===== config.mk =====
export PLATFORM = sky130hd
export DESIGN_NAME = spi_mcp4822_flat
export DESIGN_NICKNAME = d
export VERILOG_FILES = /design/src/rtl/mcp4822_pkg.sv /design/src/rtl/spi_mcp4822_if.sv /design/src/rtl/mcp4822_frame_tx.sv /design/src/rtl/spi_mcp4822.sv /design/src/flat_wrapper.sv
export SDC_FILE = /design/constraint.sdc
export NUM_CORES = 1
export LEC_CHECK = 0
export CAP_MARGIN = 15
export CELL_PAD_IN_SITES_DETAIL_PLACEMENT = 0
export CELL_PAD_IN_SITES_GLOBAL_PLACEMENT = 2
export CORE_MARGIN = 2
export CORE_UTILIZATION = 38
export CTS_CLUSTER_SIZE = 25
export DETAILED_ROUTE_END_ITERATION = 10
export DONT_BUFFER_PORTS = 1
export PLACE_DENSITY_LB_ADDON = 0.1
export REMOVE_ABC_BUFFERS = 1
export SETUP_SLACK_MARGIN = 0.2
export SYNTH_ARGS = -nofsm -noshare
export SYNTH_HDL_FRONTEND = slang
export SYNTH_SLANG_ARGS = --single-unit

===== constraint.sdc =====
create_clock -name clk -period 1.9 [get_ports clk]
set_input_delay 0.38 -clock clk [delete_from_list [all_inputs] [get_ports clk]]
set_output_delay 0.38 -clock clk [all_outputs]
set_load 0.01 [all_outputs]

===== src/rtl/mcp4822_pkg.sv =====
// rtl/mcp4822_pkg.sv - shared states, frame bit positions and frame builder for the MCP4822 writer
package mcp4822_pkg;

  typedef enum logic [2:0] {
    IDLE,
    FRAME_A,
    GAP,
    FRAME_B,
    GAP_B,
    LDAC_PULSE
  } state_t;

  localparam int AB_BIT   = 15;
  localparam int GA_BIT   = 13;
  localparam int SHDN_BIT = 12;

  // Bit 14 is a don't-care in the DAC and is always sent as 0.
  function automatic logic [15:0] build_frame(input logic ab, input logic ga,
                                              input logic shdn, input logic [11:0] data);
    logic [15:0] w;
    w           = {4'b0000, data};
    w[AB_BIT]   = ab;
    w[GA_BIT]   = ga;
    w[SHDN_BIT] = shdn;
    return w;
  endfunction

endpackage


===== src/rtl/spi_mcp4822_if.sv =====
// rtl/spi_mcp4822_if.sv - sample-pair handshake bus; MCP4822_SHDN_EN adds per-channel shutdown
interface spi_mcp4822_if;
  logic [11:0] i_data_a;
  logic [11:0] i_data_b;
  logic        i_valid;
  logic        o_ready;
`ifdef MCP4822_SHDN_EN
  logic        i_shdn_a;
  logic        i_shdn_b;

  modport master (output i_data_a, i_data_b, i_valid, i_shdn_a, i_shdn_b, input o_ready);
  modport slave  (input i_data_a, i_data_b, i_valid, i_shdn_a, i_shdn_b, output o_ready);
`else
  modport master (output i_data_a, i_data_b, i_valid, input o_ready);
  modport slave  (input i_data_a, i_data_b, i_valid, output o_ready);
`endif
endinterface


===== src/rtl/mcp4822_frame_tx.sv =====
// rtl/mcp4822_frame_tx.sv - one CS-framed 16-bit SPI mode 0,0 write, MSB first
module mcp4822_frame_tx #(
  parameter int CLK_DIV = 4
) (
  input  logic        clk,
  input  logic        rst_n,
  input  logic [15:0] word,
  input  logic        start,
  output logic        cs,
  output logic        sck,
  output logic        mosi,
  output logic        done
);
  localparam int HC_W = (CLK_DIV > 1) ? $clog2(CLK_DIV) : 1;
  localparam logic [HC_W-1:0] HC_LAST = HC_W'(CLK_DIV - 1);

  logic [HC_W-1:0] half_cnt;
  logic [4:0]      bit_cnt;
  logic [15:0]     shreg;

  // Asserted on the edge that raises CS, so the sequencer can count the gap from there.
  assign done = !cs && (half_cnt == HC_LAST) && (bit_cnt == 5'd16);

  always_ff @(posedge clk) begin
    if (!rst_n) begin
      cs       <= 1'b1;
      sck      <= 1'b0;
      mosi     <= 1'b0;
      half_cnt <= '0;
      bit_cnt  <= '0;
      shreg    <= '0;
    end else if (cs) begin
      if (start) begin
        cs       <= 1'b0;
        sck      <= 1'b0;
        mosi     <= word[15];
        shreg    <= {word[14:0], 1'b0};
        half_cnt <= '0;
        bit_cnt  <= '0;
      end
    end else if (half_cnt != HC_LAST) begin
      half_cnt <= half_cnt + 1'b1;
    end else begin
      half_cnt <= '0;
      if (bit_cnt == 5'd16) begin
        cs <= 1'b1;
      end else if (!sck) begin
        sck <= 1'b1;
      end else begin
        // The falling edge after bit 0 shifts in the zero fill, leaving MOSI low for the tail.
        sck     <= 1'b0;
        bit_cnt <= bit_cnt + 1'b1;
        mosi    <= shreg[15];
        shreg   <= {shreg[14:0], 1'b0};
      end
    end
  end

endmodule


===== src/rtl/spi_mcp4822.sv =====
// rtl/spi_mcp4822.sv - MCP4822 pair writer: frame A, gap, frame B, gap, LDAC strobe; MCP4822_SHDN_EN optional
module spi_mcp4822
  import mcp4822_pkg::*;
#(
  parameter int CLK_DIV    = 4,
  parameter int GAIN_1X    = 1,
  parameter int CS_HIGH    = 8,
  parameter int LDAC_WIDTH = 4
) (
  input  logic         clk,
  input  logic         rst_n,
  spi_mcp4822_if.slave bus,
  output logic         SCK,
  output logic         MOSI,
  output logic         CS,
  output logic         LDAC
);
  localparam int   CNT_MAX = (CS_HIGH > LDAC_WIDTH) ? CS_HIGH : LDAC_WIDTH;
  localparam int   CNT_W   = (CNT_MAX > 1) ? $clog2(CNT_MAX) : 1;
  localparam logic GA      = (GAIN_1X != 0);

  state_t           state;
  logic             ready;
  logic             start;
  logic [CNT_W-1:0] cnt;
  logic [11:0]      data_a;
  logic [11:0]      data_b;
  logic             shdn_a;
  logic             shdn_b;
  logic [15:0]      tx_word;
  logic             tx_done;

  assign bus.o_ready = ready;
  // The serializer latches the word on start, which is only issued on entry to FRAME_A or FRAME_B.
  assign tx_word = (state == FRAME_A) ? build_frame(1'b0, GA, shdn_a, data_a)
                                      : build_frame(1'b1, GA, shdn_b, data_b);

`ifdef MCP4822_SHDN_EN
  always_ff @(posedge clk) begin
    if (!rst_n) begin
      shdn_a <= 1'b1;
      shdn_b <= 1'b1;
    end else if (state == IDLE && ready && bus.i_valid) begin
      shdn_a <= ~bus.i_shdn_a;
      shdn_b <= ~bus.i_shdn_b;
    end
  end
`else
  assign shdn_a = 1'b1;
  assign shdn_b = 1'b1;
`endif

  always_ff @(posedge clk) begin
    if (!rst_n) begin
      state  <= IDLE;
      ready  <= 1'b0;
      start  <= 1'b0;
      LDAC   <= 1'b1;
      cnt    <= '0;
      data_a <= '0;
      data_b <= '0;
    end else begin
      start <= 1'b0;
      case (state)
        IDLE: begin
          if (ready && bus.i_valid) begin
            data_a <= bus.i_data_a;
            data_b <= bus.i_data_b;
            ready  <= 1'b0;
            start  <= 1'b1;
            state  <= FRAME_A;
          end else begin
            ready <= 1'b1;
          end
        end
        FRAME_A: if (tx_done) begin
          cnt   <= '0;
          state <= GAP;
        end
        // The CS-rise cycle counts as gap cycle 1 and the start cycle as the last one.
        GAP: if (cnt == CNT_W'(CS_HIGH - 2)) begin
          start <= 1'b1;
          state <= FRAME_B;
        end else begin
          cnt <= cnt + 1'b1;
        end
        FRAME_B: if (tx_done) begin
          cnt   <= '0;
          state <= GAP_B;
        end
        GAP_B: if (cnt == CNT_W'(CS_HIGH - 1)) begin
          cnt   <= '0;
          LDAC  <= 1'b0;
          state <= LDAC_PULSE;
        end else begin
          cnt <= cnt + 1'b1;
        end
        LDAC_PULSE: if (cnt == CNT_W'(LDAC_WIDTH - 1)) begin
          LDAC  <= 1'b1;
          ready <= 1'b1;
          state <= IDLE;
        end else begin
          cnt <= cnt + 1'b1;
        end
        default: state <= IDLE;
      endcase
    end
  end

  mcp4822_frame_tx #(.CLK_DIV(CLK_DIV)) u_tx (
    .clk   (clk),
    .rst_n (rst_n),
    .word  (tx_word),
    .start (start),
    .cs    (CS),
    .sck   (SCK),
    .mosi  (MOSI),
    .done  (tx_done)
  );

endmodule


===== src/flat_wrapper.sv =====
// flat-port wrapper written by rule: the top's interface ports become plain ports
module spi_mcp4822_flat import mcp4822_pkg::*;
#(
  parameter int CLK_DIV    = 4,
  parameter int GAIN_1X    = 1,
  parameter int CS_HIGH    = 8,
  parameter int LDAC_WIDTH = 4
)
  (clk, rst_n, SCK, MOSI, CS, LDAC, bus_i_data_a, bus_i_data_b, bus_i_valid, bus_o_ready);
  spi_mcp4822_if bus_i ();
  input  logic clk;
  input  logic rst_n;
  output logic SCK;
  output logic MOSI;
  output logic CS;
  output logic LDAC;
  input wire logic [$bits(bus_i.i_data_a)-1:0] bus_i_data_a;
  input wire logic [$bits(bus_i.i_data_b)-1:0] bus_i_data_b;
  input wire logic [$bits(bus_i.i_valid)-1:0] bus_i_valid;
  output wire logic [$bits(bus_i.o_ready)-1:0] bus_o_ready;
  assign bus_i.i_data_a = bus_i_data_a;
  assign bus_i.i_data_b = bus_i_data_b;
  assign bus_i.i_valid = bus_i_valid;
  assign bus_o_ready = bus_i.o_ready;
  spi_mcp4822 #(.CLK_DIV(CLK_DIV), .GAIN_1X(GAIN_1X), .CS_HIGH(CS_HIGH), .LDAC_WIDTH(LDAC_WIDTH)) u_core (.clk(clk), .rst_n(rst_n), .bus(bus_i), .SCK(SCK), .MOSI(MOSI), .CS(CS), .LDAC(LDAC));
endmodule

# Yosys cells after proc, flatten, opt, wreduce, memory -nomap -nowiden
# Cells that the tools add are included.
# Widths: inputs -> output; s select.
[classes]
add_sub_neg = 3
n_eq_ne = 23
muxes = 48
reduce_logical = 17
[op_table]
columns = ["op", "count"]
rows = [
  ["$mux 16", 6],
  ["$mux 3", 10],
  ["$mux 5", 5],
  ["$mux 1", 19],
  ["$pmux 3 s6", 1],
  ["$ne 2x1->1 const B", 8],
  ["$eq 3x3->1 const B", 4],
  ["$pmux 3 s4", 1],
  ["$ne 2x2->1 const B", 5],
  ["$eq 3x2->1 const B", 3],
  ["$reduce_and 4->1", 2],
  ["$mux 2", 3],
  ["$pmux 1 s2", 3],
  ["$reduce_and 3->1", 2],
  ["$reduce_and 6->1", 1],
  ["$reduce_bool 2->1", 3],
  ["$add 5x1->5 const B", 1],
  ["$eq 5x5->1 const B", 1],
  ["$reduce_and 2->1", 2],
  ["$reduce_bool 4->1", 1],
  ["$add 3x1->3 const B", 1],
  ["$eq 3x1->1 const B", 1],
  ["$logic_and 1x1->1", 3],
  ["$logic_not 3->1", 1],
  ["4 further kinds", 4],
]
[word_totals]
register_bits = 59
input_bits = 27
output_inout_bits = 5
wordCells = 104

# Depth between registers and ports, before layout
# Gate-level depths: netlist (run 1).
[logic_depth]
depth_word = 5
mapped_depth = 8

# Modules after synthesis
# From an unflattened synthesis (run 1), not the netlist that was laid out.
[hier_totals]
hier_cells = 333
hier_area_um2 = 2924.1
[modules_own_cells]
columns = ["mod", "n_inst", "cells_per_inst", "area_per_inst_um2", "seq_area_each_um2"]
rows = [
  ["spi_mcp4822", 1, 188, 1579.0, 660.6],
  ["mcp4822_frame_tx", 1, 145, 1345.0, 500.5],
]

# Worst setup path after synthesis (run 1)
# OpenSTA, ideal clock, no wires.
[synth_timing]
path_type = "reg2reg"
startpoint = "register u_core.u_tx.bit_cnt[0]"
endpoint = "register u_core.u_tx.shreg[10]"
arrival_ns = 1.531
required_ns = 1.784
setup_slack_ns = 0.254
stages_incl_launch_ff = 8
n_path_buf = 2
cell_sequence = "dfxtp_1 -> inv_1 -> ha_1 -> and4bb_2 -> o21a_1 -> buf_4 -> buf_4 -> a31o_1"
[synth_between]
elab_chain_len = 3
[synth_lines]
columns = ["item", "line_no", "text"]
rows = [
  ["start: declaration", "mcp4822_frame_tx.sv:18", "logic [4:0] bit_cnt;"],
  ["start signal: assignment", "mcp4822_frame_tx.sv:52", "bit_cnt <= bit_cnt + 1'b1;"],
  ["$eq 5x5->1", "mcp4822_frame_tx.sv:45", "if (bit_cnt == 5'd16) begin"],
  ["$ne 2x2->1 (no source line)", "--", ""],
  ["$reduce_and 4->1 (no source line)", "--", ""],
  ["end signal: assignment", "mcp4822_frame_tx.sv:37", "shreg <= {word[14:0], 1'b0};"],
  ["end signal: assignment", "mcp4822_frame_tx.sv:54", "shreg <= {shreg[14:0], 1'b0};"],
  ["end: declaration", "mcp4822_frame_tx.sv:19", "logic [15:0] shreg;"],
]
# Every way passes these cells.
# A chain may end at the register's enable or synchronous reset.

# Worst setup path after layout (run 1)
[layout_timing]
startpoint = "register u_core.u_tx.bit_cnt[0]"
endpoint = "register u_core.u_tx.shreg[1]"
# The elaborated chain is that of the path after synthesis.

==> impl_results.md, run 1 <==
- R2R depth: 7
- Number of synthesized flops with an enable pin: 0
- Placer congestion estimate: 0.798
- DR vias/cell: 5.04
- Critical path's top delay family: simple AND/OR/NAND/NOR gates
- Crit path kind: register to register
- Distinct cells, synth: 41
- Final ANT Viol Nets: 0
- Core ar.: 6830 sq um
- Fraction of layout cells with a size suffix above 1: 15.8%
- Post-Synthesis Cells: 309
- Worst Setup End Kind: register
- TritonCTS clock tree: done
- Final HPWL DP: 3380 microns
- Num CTS Buffers: 9
- Top cells by count, synth: 64 x nand2_1, 58 x dfxtp_1, 27 x a21boi_0
- Min Hold Slack: 0.162 ns
- Worst-Skew Late Latency: 0.33 ns
- Post-DR wirelength/cell: 13.6 microns
- RSZ-0062 raised after global routing: no
- Crit path depth: 7
- Endpoints failing hold: 0
- Final period util: 86.4%
- Crit-path max cell delay: 0.34 ns
- Max cap viols: 0
- Die X: 88.2 microns
- DRC viols: 0
- Clk buf depth: 2
- Worst-path clk slew: 0.06 ns
- Power Dens Cells: 803 nW/um^2
- Worst Path Arrival: 1.87 ns
- All-Layer GR Usage: 15.2%
- Clock tree sinks: 58
- Post-Syn Area: 2690 sq um
- Final Critical Period: 1.64 ns
- DR iter-0 viols: 109
- Antenna violations before repair: 0
- Cell with the most instances after synthesis: nand2_1
- Worst hold-check path type: input pin to register
- Final setup viols: 0
- Yosys top cell by area: dfxtp_1
- Async S/R FF share, synth: 0%
- Crit-path cells: inv_2, ha_1, and4bb_2, o21a_4, clkbuf_16, o2bb2ai_1, and2_1
- DR vias: 2,075
- Status: finished, final reports clean
- Area grow syn2layout: 14.5%
- Largest cells by area after synthesis: dfxtp_1 43%, nand2_1 8.9%, a21boi_0 7.5%
- Die Ht: 88.2 microns
- Hold Path Cell Cnt: 1
- Worst ir drop on vdd: 0.378 mV
- Fmax: 609 MHz
- CP max-delay cell: dfxtp_2
- Slew Limit Fails: 0
- DR pass1 iterations: 4
- Worst slew pin tran: 0.332 ns
- Final nets: 345
- Required @ worst endpoint: 2.12 ns
- Syn Area/Cell: 8.71 sq um
- Crit-path max FO: 7
- Leakage Power: 1.15 nW
- Htree depth: 3
- Port bufs: 0
- Worst setup SP type: register
- Bufs and invs on worst path: 2
- Area of the die: 7770 sq um
- Top cell type's share of synthesized area: 43.1%
- Register area share after synthesis: 43.1%
- Ant. Diodes: 0
- Number of global-route vias before repair: 1,935
- Pwr Total: 2.47 mW
- Root Buffer: clkbuf_8
- Row count: 30
- First-pass GRT wire length: 9030 microns
- Relative slew slack: 77.9%
- Most used DFF post-synth: dfxtp_1
- Total gr overflow: 0
- Seq cells post-synth: 58
- Skew final: 0.00587 ns
- Post-Route Setup TNS: 0 ns
- Initial Util: 39.4%
- Routed WL: 5600 microns
- Post-Route Utilization: 45.1%
- Synth Warn #: 0
- I/O pin cnt: 32
- Largest net degree at the start of global routing: 70
worst paths after layout:
kind,to,slack (ns),start
max reg2reg,u_core.u_tx.shreg[1],0.26,u_core.u_tx.bit_cnt[0]
min reg2reg,u_core.data_b[6],0.45,u_core.data_b[6]
min,u_core.LDAC,0.16,rst_n
max,u_core.u_tx.shreg[1],0.26,u_core.u_tx.bit_cnt[0]
per-layer routing:
| layer | GRT usage [%] | vias to the layer above | wire, microns |
|---|---|---|---|
| met3 | 5.47 | 7 | 237 |
| met5 | 0 | - | 0 |
| li1 | - | 1078 | - |
| met1 | 19.4 | 954 | 2720 |
| met4 | 5.37 | 0 | 60 |
| met2 | 23.7 | 36 | 2580 |
stage by stage:
step                setup WS, ns  cells  cell area [sq um]
floorplan                 -0.182    286               2570
global placement           0.246    391               2770
detailed placement         0.179    391               2770
CTS                        0.212    407               2940
global route               0.196    412               3080
finish                     0.258    412               3080
cells in the final DEF (no fill, tap or decap), types with 2 or more instances in the layout:
cell        n
buf_4      10
and3_1      2
clkbuf_8   10
a21boi_0   27
a211oi_1    3
a31o_1      9
dfxtp_1    55
mux2i_1    13
or2_2       2
nand2b_1    4
nand3_1     6
nand2_1    64
a21oi_2     2
a211oi_2    9
dfxtp_2     3
nor2b_1     4
clkbuf_16   2
clkinv_2    3
a21boi_1    3
a31o_2      2
nand3b_1    4
inv_1       8
clkbuf_1    3
nor3_1      2
nor2_1      8
o22ai_1     3
o21ai_0    14
ha_1        7
a21oi_1     7
nor3b_1     2
and2_1      3
xnor2_1     3
a31oi_1     2
o211a_1     2
repair_timing:
action,in CTS,in global routing
pin swaps,0,1
resized for setup,1,17
endpoints found under the setup margin,1,17
hold buffers,0,0
buffers inserted,0,2
cloned,0,3
layout make-up:
class                           instances  area, sq um
Multi-Input combinational cell        219         1440
Timing Repair Buffer                   14          156
Fill cell                             702         3750
Inverter                                9         33.8
Sequential cell                        58         1160
Clock buffer                           13          149
Clock inverter                          3         15.0
Tap cell                               96          120
power breakdown:
group | switching (mW) | internal [mW]
clock | 0.463 | 0.503
sequential | 0.0264 | 1.26
combinational | 0.125 | 0.0980
total | 0.614 | 1.86
state kept, by name, indices dropped and copies added, names as in the netlist:
register and flops:
u_core.data_a 12, u_core.u_tx.cs 1, u_core.u_tx.shreg 15, u_core.cnt 3, u_core.u_tx.sck 1, u_core.u_tx.mosi 1
u_core.LDAC 1, u_core.u_tx.bit_cnt 5, u_core.start 1, u_core.u_tx.half_cnt 2, u_core.bus.o_ready 1, u_core.state 3
u_core.data_b 12
cell families (layout without fill, tap and decap cells):
family / Yosys count / in the layout / share of synthesized area [%]
fa+ha+maj: 7 / 7 / 3.25
simple gates: 105 / 105 / 18.0
buf+inv: 32 / 39 / 5.67
flops: 58 / 58 / 43.1
xor+xnor: 3 / 3 / 0.976
mux: 14 / 14 / 5.20
compound gates: 90 / 90 / 23.7
worst reg2reg max path: stages (launching register included):
cell and delay, ns:
dfxtp_2 0.34, inv_2 0.05, ha_1 0.18, and4bb_2 0.27
o21a_4 0.25, clkbuf_16 0.17, o2bb2ai_1 0.11, and2_1 0.15
Power figures use the tool's default switching activity.
==> run 2, diff against run 1 <==
--- a/config.mk
+++ b/config.mk
@@ -8,7 +8,7 @@
 export CAP_MARGIN = 15
 export CELL_PAD_IN_SITES_DETAIL_PLACEMENT = 0
 export CELL_PAD_IN_SITES_GLOBAL_PLACEMENT = 2
-export CORE_MARGIN = 2
+export CORE_MARGIN = 8
 export CORE_UTILIZATION = 38
 export CTS_CLUSTER_SIZE = 25
 export DETAILED_ROUTE_END_ITERATION = 10
==> run 2 against run 1 <==
Net effect:
- first-iteration DRC count is 22% lower
- non-clock buffer count rose by 1
- sequential share of layout area hardly changed
- final area fell by 0.24%
- critical endpoint is now u_core.u_tx.bit_cnt[1]
- largest power group unchanged
- highest routed layer unchanged
==> impl_results.md, run 2 (synthesis results as in run 1) <==
- Root Buffer: clkbuf_8
- Total gr overflow: 0
- Fraction of layout cells with a size suffix above 1: 13.9%
- Placer congestion estimate: 0.747
- Slew Limit Fails: 0
- DR iter-0 viols: 85
- Relative slew slack: 77.1%
- Core ar.: 6830 sq um
- Final Critical Period: 1.62 ns
- Port bufs: 0
- Crit-path max FO: 5
- Row count: 30
- Hold Path Cell Cnt: 1
- Final ANT Viol Nets: 0
- Top flop regs: u_core.u_tx.shreg: 15 flops, u_core.data_a: 12 flops, u_core.data_b: 12 flops
- Worst Setup End Kind: register
- Placed cell count: 397
- Pwr Total: 2.75 mW
- DR vias: 2,065
- Crit-path cells: inv_1, ha_1, and4bb_2, buf_4, o21ai_2, buf_4, nand3_1, a21boi_0
- Power Dens Cells: 896 nW/um^2
- Skew final: 0.00735 ns
- Worst slew pin tran: 0.344 ns
- Final setup viols: 0
- Status: finished, final reports clean
- Worst Path Arrival: 1.87 ns
- Final nets: 346
- Worst-path clk slew: 0.07 ns
- Worst-Skew Late Latency: 0.33 ns
- Worst hold-check path type: input pin to register
- Post-Route Utilization: 45.0%
- Postcts setup bufs: 0
- Number of global-route vias before repair: 2,056
- Final period util: 85.1%
- First-pass GRT wire length: 9560 microns
- Largest register by flop count: u_core.u_tx.shreg
- R2R depth: 8
- Worst ir drop on vdd: 0.470 mV
- Die Ht: 100 microns
- Crit-path max cell delay: 0.34 ns
- TritonCTS clock tree: done
- Min Hold Slack: 0.143 ns
- Clk buf depth: 2
- All-Layer GR Usage: 12.1%
- Max FFs per register: 15
- I/O pin cnt: 32
- Worst setup SP type: register
- Endpoints failing hold: 0
- Htree depth: 3
- Crit path kind: register to register
- CP max-delay cell: dfxtp_2
- DR pass1 iterations: 5
- Leakage Power: 1.15 nW
- DRC viols: 0
- Most frequent cells in the layout: 64 x nand2_1, 57 x dfxtp_1, 27 x a21boi_0
- Post-DR wirelength/cell: 14.1 microns
- Final HPWL DP: 3880 microns
- Antenna violations before repair: 0
- Routed WL: 5830 microns
- Die X: 100 microns
- Finished Layout Cells: 413
- Commonest non-fill, non-tap cell in the layout: nand2_1
- Fmax: 618 MHz
- Clock tree sinks: 58
- Required @ worst endpoint: 2.16 ns
- Initial Util: 39.4%
- Most common cell on crit path: buf_4
- DR vias/cell: 5.00
- Fillers: 710
- Max cap viols: 0
- Area of the die: 10,000 sq um
- Largest net degree at the start of global routing: 70
- Area grow syn2layout: 14.2%
- Num CTS Buffers: 9
- Post-Route Setup TNS: 0 ns
- RSZ-0062 raised after global routing: yes
- Ant. Diodes: 0
## run 2: worst max-delay path: cells and delay by family, from the launching register on
family                     cells  cell delay [ns]
AOI/OAI and AO/OA              2             0.33
adders and majority gates      1             0.19
buffers and inverters          3             0.38
DFF                            1             0.34
and+or+nand+nor                2             0.30
## run 2: power by group
group	internal (mW)	switching, mW	leakage [nW]	total [mW]
Sequential	1.26	0.0266	0.471	1.29
Clock	0.740	0.512	0.0987	1.25
Combinational	0.0930	0.122	0.581	0.215
Total	2.09	0.661	1.15	2.75
## run 2: worst paths after layout
path	from	end	slack (ns)
worst max-delay path	u_core.u_tx.bit_cnt[0]	u_core.u_tx.bit_cnt[1]	0.28
worst min-delay path	rst_n	u_core.LDAC	0.14
worst max register to register	u_core.u_tx.bit_cnt[0]	u_core.u_tx.bit_cnt[1]	0.28
worst min register to register	u_core.data_b[7]	u_core.data_b[7]	0.45
## run 2: metal layers
metal	vias up	GRT usage, %	part of all wire (%)
met5	-	0	0
met4	0	5.35	2.0
met3	11	5.12	4.9
met2	38	19.5	45
met1	933	13.6	48
li1	1083	-	-
## run 2: per-stage QoR
stage | cell area [sq um] | setup WS (ns)
after floorplan | 2570 | -0.182
after global placement | 2820 | 0.244
after detailed placement | 2820 | 0.193
after CTS | 3040 | 0.222
after global routing | 3070 | 0.178
final | 3070 | 0.283
## run 2: layout make-up
cell class	count	area (sq um)	area share, %
timing repair buffer	15	129	4.19
clock inverter	6	91.3	2.97
sequential	58	1160	37.8
tap	96	120	3.91
multi-input combinational	219	1410	45.9
clock buffer	10	128	4.15
inverter	9	33.8	1.10
## run 2: repair_timing
item                       in CTS  in global routing
resized for setup               1                  8
hold buffers                    0                  0
setup endpoints to repair       2                 21
==> run 3, diff against run 2 <==
--- a/config.mk
+++ b/config.mk
@@ -10,7 +10,6 @@
 export CELL_PAD_IN_SITES_GLOBAL_PLACEMENT = 2
 export CORE_MARGIN = 8
 export CORE_UTILIZATION = 38
-export CTS_CLUSTER_SIZE = 25
 export DETAILED_ROUTE_END_ITERATION = 10
 export DONT_BUFFER_PORTS = 1
 export PLACE_DENSITY_LB_ADDON = 0.1
==> results of run 3 <==
No change in the layout: final DEF, timing and power equal those of run 2.
